<file path="src/rtl/timer_entry_pkg.sv">
// Shared definitions for the keypad timer-entry block: state encoding, BCD width
// and the one-hot to BCD conversion used by the key encoder.
package timer_entry_pkg;

   localparam int BCD_W   = 4;
   localparam int KEY_W   = 10;
   localparam int STATE_W = 2;

   localparam logic [STATE_W-1:0] IDLE         = 2'd0;
   localparam logic [STATE_W-1:0] DEBOUNCE     = 2'd1;
   localparam logic [STATE_W-1:0] LOAD         = 2'd2;
   localparam logic [STATE_W-1:0] WAIT_RELEASE = 2'd3;

   // Multi-hot inputs are screened out by the caller; the highest set bit wins here.
   function automatic logic [BCD_W-1:0] onehot_to_bcd(input logic [KEY_W-1:0] k);
      logic [BCD_W-1:0] r;
      r = '0;
      for (int i = 0; i < KEY_W; i++) begin
         if (k[i]) r = BCD_W'(i);
      end
      return r;
   endfunction

endpackage

</file>
<file path="src/rtl/timer_entry_key_encoder.sv">
// Combinational keypad encoder: 10-bit one-hot key levels to a BCD digit plus an
// exactly-one-bit-set flag.
module key_encoder
   import timer_entry_pkg::*;
(
   input  logic [KEY_W-1:0] key,
   output logic [BCD_W-1:0] bcd,
   output logic             valid
);

   assign bcd   = onehot_to_bcd(key);
   assign valid = (key != '0) && ((key & (key - 10'd1)) == '0);

endmodule

</file>
<file path="src/rtl/timer_entry.sv">
// Keypad producer for the 3-digit BCD countdown timer: debounces keys, strobes one
// digit per press, drives the timer clear. Optional: LEADING_ZERO_SUPPRESS_EN.
module timer_entry
   import timer_entry_pkg::*;
#(
   parameter int DEBOUNCE_CYCLES = 4,
   parameter int MAX_DIGITS      = 3,
   parameter int CNT_W           = 2
) (
   input  logic             clk,
   input  logic             clr,
   input  logic [9:0]       key,
   input  logic             lock,
   input  logic             cancel,
   output logic             loadn,
   output logic [3:0]       data,
   output logic             timer_clrn,
   output logic [CNT_W-1:0] digits,
   output logic             full
);

   localparam logic [CNT_W-1:0] DB_LAST = CNT_W'(DEBOUNCE_CYCLES - 1);
   localparam logic [CNT_W-1:0] MAX_D   = CNT_W'(MAX_DIGITS);

   logic [STATE_W-1:0] state;
   logic [KEY_W-1:0]   key_lat;
   logic [CNT_W-1:0]   cnt;
   logic               cancel_q;
   logic [BCD_W-1:0]   key_bcd;
   logic               key_valid;
   logic               key_multi;
   logic               zero_skip;

   key_encoder u_key_encoder (
      .key   (key),
      .bcd   (key_bcd),
      .valid (key_valid)
   );

   assign key_multi = (key != '0) && !key_valid;

`ifdef LEADING_ZERO_SUPPRESS_EN
   assign zero_skip = (key_lat == 10'd1) && (digits == '0);
`else
   assign zero_skip = 1'b0;
`endif

   always_ff @(posedge clk or posedge clr) begin
      if (clr) begin
         state      <= IDLE;
         key_lat    <= '0;
         cnt        <= '0;
         cancel_q   <= 1'b0;
         loadn      <= 1'b1;
         data       <= '0;
         timer_clrn <= 1'b1;
         digits     <= '0;
         full       <= 1'b0;
      end else begin
         // Clear pulses only on the rising edge of the sampled cancel level.
         cancel_q   <= cancel;
         timer_clrn <= !(cancel && !cancel_q);
         if (cancel) begin
            digits <= '0;
            full   <= 1'b0;
            cnt    <= '0;
            loadn  <= 1'b1;
            data   <= '0;
            state  <= (key != '0) ? WAIT_RELEASE : IDLE;
         end else begin
            case (state)
               IDLE: begin
                  if (key_valid && !lock) begin
                     state   <= DEBOUNCE;
                     key_lat <= key;
                     cnt     <= '0;
                  end else if (key_multi) begin
                     state <= WAIT_RELEASE;
                  end
               end
               DEBOUNCE: begin
                  if (lock || key == '0) begin
                     state <= IDLE;
                  end else if (key_multi) begin
                     state <= WAIT_RELEASE;
                  end else if (key == key_lat) begin
                     if (cnt == DB_LAST) begin
                        if (full || zero_skip) begin
                           state <= WAIT_RELEASE;
                        end else begin
                           state <= LOAD;
                           loadn <= 1'b0;
                           data  <= key_bcd;
                        end
                     end else begin
                        cnt <= cnt + 1'b1;
                     end
                  end else begin
                     key_lat <= key;
                     cnt     <= '0;
                  end
               end
               LOAD: begin
                  loadn <= 1'b1;
                  if (!full) begin
                     digits <= digits + 1'b1;
                     full   <= ((digits + 1'b1) == MAX_D);
                  end
                  state <= WAIT_RELEASE;
               end
               WAIT_RELEASE: begin
                  if (key == '0) state <= IDLE;
               end
               default: state <= IDLE;
            endcase
         end
      end
   end

endmodule
</file>
<file path="config.mk">
export PLATFORM = sky130hd
export DESIGN_NAME = timer_entry
export DESIGN_NICKNAME = d
export VERILOG_FILES = /design/src/rtl/timer_entry_pkg.sv /design/src/rtl/timer_entry_key_encoder.sv /design/src/rtl/timer_entry.sv
export SDC_FILE = /design/constraint.sdc
export NUM_CORES = 1
export LEC_CHECK = 0
export ABC_AREA = 1
export CAP_MARGIN = 30
export CELL_PAD_IN_SITES_DETAIL_PLACEMENT = 0
export CELL_PAD_IN_SITES_GLOBAL_PLACEMENT = 1
export CORE_MARGIN = 10
export CORE_UTILIZATION = 36
export CTS_BUF_LIST = sky130_fd_sc_hd__clkbuf_8
export DETAILED_ROUTE_END_ITERATION = 10
export PLACE_DENSITY_LB_ADDON = 0.1
export SYNTH_ARGS = -nofsm -noshare
export SYNTH_HDL_FRONTEND = slang
export SYNTH_SLANG_ARGS = --single-unit
export TNS_END_PERCENT = 5
</file>
<file path="constraint.sdc">
create_clock -name clk -period 2 [get_ports clk]
set_input_delay 0.2 -clock clk [delete_from_list [all_inputs] [get_ports clk]]
set_output_delay 0.2 -clock clk [all_outputs]
set_load 0.05 [all_outputs]
</file>
==> out/metrics.cfg <==
[sta]
hold_viol_final = 0
fin_crit_sh_pct = 90.4
setup_viol = 0
skew_ns = 0.00217
slew_headroom_pct = 65.9
worst_pin_slew_ns = 0.510
maxSlewViolCount = 0
post-route-min-period_ns = 1.81
rsz0062_at_grt = false
maxClockFrequency_mhz = 553

[critical_path]
critical-path-max-stage-delay_ns = 0.53
cp.required_ns = 2.16
path_buf_inv = 4
path_class = primary input to flop
crit_family = buffers and inverters
worstReg2RegStart = key_lat[8]
reg2reg_depth = 10
cp_slowest_cell = clkdlybuf4s50_1
cp_num_cells = 12
crit_path_end_kind = flop
worstPathMaxFanout = 20
crit_chain = clkdlybuf4s50_1 -> inv_1 -> or2_2 -> nand3_1 -> nor2_1 -> nand2_1 -> inv_1 -> o21ai_2 -> nand3_2 -> buf_12 -> nand2_1 -> o21ai_1
startpoint = key[2]
cp_data_arrival_time_ns = 1.97
startpoint_type = primary input

[placed_design]
numPortBuffers = 22
dpl.cell_count = 286
dpl_cell_area_um2 = 1860
place_congestion = 0.793
hpwl_mm = 2.80

[yosys]
synth-edff-count = 0
yosysSeqAreaShare_pct = 41.4
synthTopCellsByArea = dfrtp_1, nand2_1, inv_1
synthFlopType = dfrtp_1
ys_types = 27
synth_top_area_cell = dfrtp_1
ys_seq_elements = 24
avgSynthCellArea_um2 = 7.28
ys_warn_count = 0
async_reset_ff_share_pct = 100
yosysTopAreaCellShare_pct = 37.8
syn_nets = 216
synth_cells = 200
synth.most_common_cell = nand2_1
synthTopCellsByCount = nand2_1, inv_1, nor2_1
syn_area_um2 = 1460

[route]
drcViolationCount = 0
vias_per_cell = 4.67
wirelength_mm = 3.44
drtPass1Iterations = 5
antenna_left = 0
drtIter0Drc = 46
num_vias = 1354
routedWlPerCell_um = 11.9

[final_layout]
area_delta_synth_final_pct = 32.8
final_cell_area_um2 = 1930
layout.nets = 257
multi_input_area_um2 = 722
ff_latch_area_um2 = 603
nFillCells = 387
stdcell_count = 290
layout-drive-gt1-share_pct = 16.7
diodes = 0

[cts]
clock_latency_ns = 0.27
clkTransAtPathRegs_ns = 0.09
cts_max_level = 1
cts_tree = done
cts_buffer_depth = 2
numClockSinks = 24
cts_made_buffers = 3
root_buffer = clkbuf_8

[floorplan]
initial_core_util_pct = 36.9
pin_count = 23
dieHeight_um = 83.6
die_area_um2 = 6980
core_area_um2 = 3940
core.rowCount = 23
fp.dieW_um = 83.6

[global_route]
grt_max_degree = 25
grt_overflow = 0
grt_use_total_pct = 9.88
antenna_found_initial = 0
grt_pass1_vias = 1317
grt_pass1_wl_mm = 5.79

[pwr]
report.power.total_uw = 1820
ir_worst_vdd_mv = 0.528
p_leak_uw = 0.000956
power_density_nw_per_um2 = 942

[status]
status = finished, final reports clean

[worst_hold_path]
hp-class = primary input to async pin

[flow_run]
drv_cap = 0

## cell type report
class                      instances  area share, %
clock buffer                       3           2.14
clock inverter                     1           1.55
inverter                          28           5.44
multi-input combinational        144           37.4
sequential                        24           31.2
tap                               50           3.24
timing repair buffer              40           19.0
## worst paths after layout
path | slack (ns) | to
max | 0.19 | key_lat[4]
min | 0.28 | data[0]
max reg2reg | 0.31 | data[2]
min reg2reg | 0.45 | timer_clrn
max in group asynchronous | 1.44 | loadn
min in group clk | 0.45 | timer_clrn
## layer usage
metal / part of all wire (%) / global-route usage, % / vias to the layer above
met5: 0 / 0 / -
met2: 47 / 16.2 / 23
li1: - / - / 708
met1: 47 / 11.7 / 616
met3: 3.1 / 2.05 / 7
met4: 2.4 / 5.33 / 0
## metrics by stage
stage	utilization, %	setup slack, ns	hold WS [ns]	setup TNS [ns]
2_1_floorplan	-	0.524	0.213	0
4_1_cts	48.9	0.177	0.282	0
5_1_grt	49.0	0.0108	0.310	0
3_5_place_dp	47.1	-0.0980	0.431	-1.13
6_report	49.0	0.192	0.276	0
3_3_place_gp	47.1	-0.0618	0.416	-0.590
## logic make-up after synthesis
kind of cell               count (synthesis)  share of synthesized area, %
AOI/OAI and AO/OA                         26                          10.2
buffers and inverters                     32                          9.29
adders and majority gates                  2                          1.72
xor gates and xnor gates                   7                          4.21
and+or+nand+nor                          109                          33.1
DFF                                       24                          41.4
## registers in the layout, indices dropped and copies added (netlist names)
register	flops
state	2
cnt	2
cancel_q	1
key_lat	10
loadn	1
full	1
timer_clrn	1
data	4
digits	2
## worst reg2reg max path, cell delays in order (launching register included)
cell and delay, ns:
dfrtp_1 0.40, xor2_1 0.16, nor2_1 0.10, nand2_1 0.05, nor2_1 0.20, nand2_1 0.12
nor2_1 0.14, nand3_2 0.17, nor3_2 0.16, nand2_1 0.07, nand2_1 0.06
## repair_timing
| item | in CTS | in global routing |
|---|---|---|
| buffers inserted | 0 | 0 |
| setup endpoints to repair | 0 | 2 |
| hold buffers | 0 | 0 |
| gates resized for setup | 0 | 1 |
## layout by cell type, fill, tap and decap left out, types with 2 or more instances in the layout
cell type	Yosys	layout
o21ai_0	6	6
nor3_2	1	2
xnor2_1	3	3
clkdlybuf4s50_1	0	22
nand3_2	3	3
buf_4	0	17
nand3_1	16	16
clkbuf_8	0	3
nand2_1	50	50
o31ai_1	2	2
ha_1	2	2
a31oi_1	2	2
or2_2	3	3
nor2_2	4	4
xor2_1	4	4
nor2_1	27	27
o21ai_1	10	10
dfrtp_1	22	22
inv_1	28	28
dfstp_2	2	2
a21oi_1	3	3
## where the power goes
| part | internal, uW | total, uW | switching, uW |
|---|---|---|---|
| clock | 268 | 430 | 162 |
| combinational | 286 | 666 | 380 |
| sequential | 618 | 724 | 107 |
| total | 1170 | 1820 | 648 |
Power figures use the tool's default switching activity.
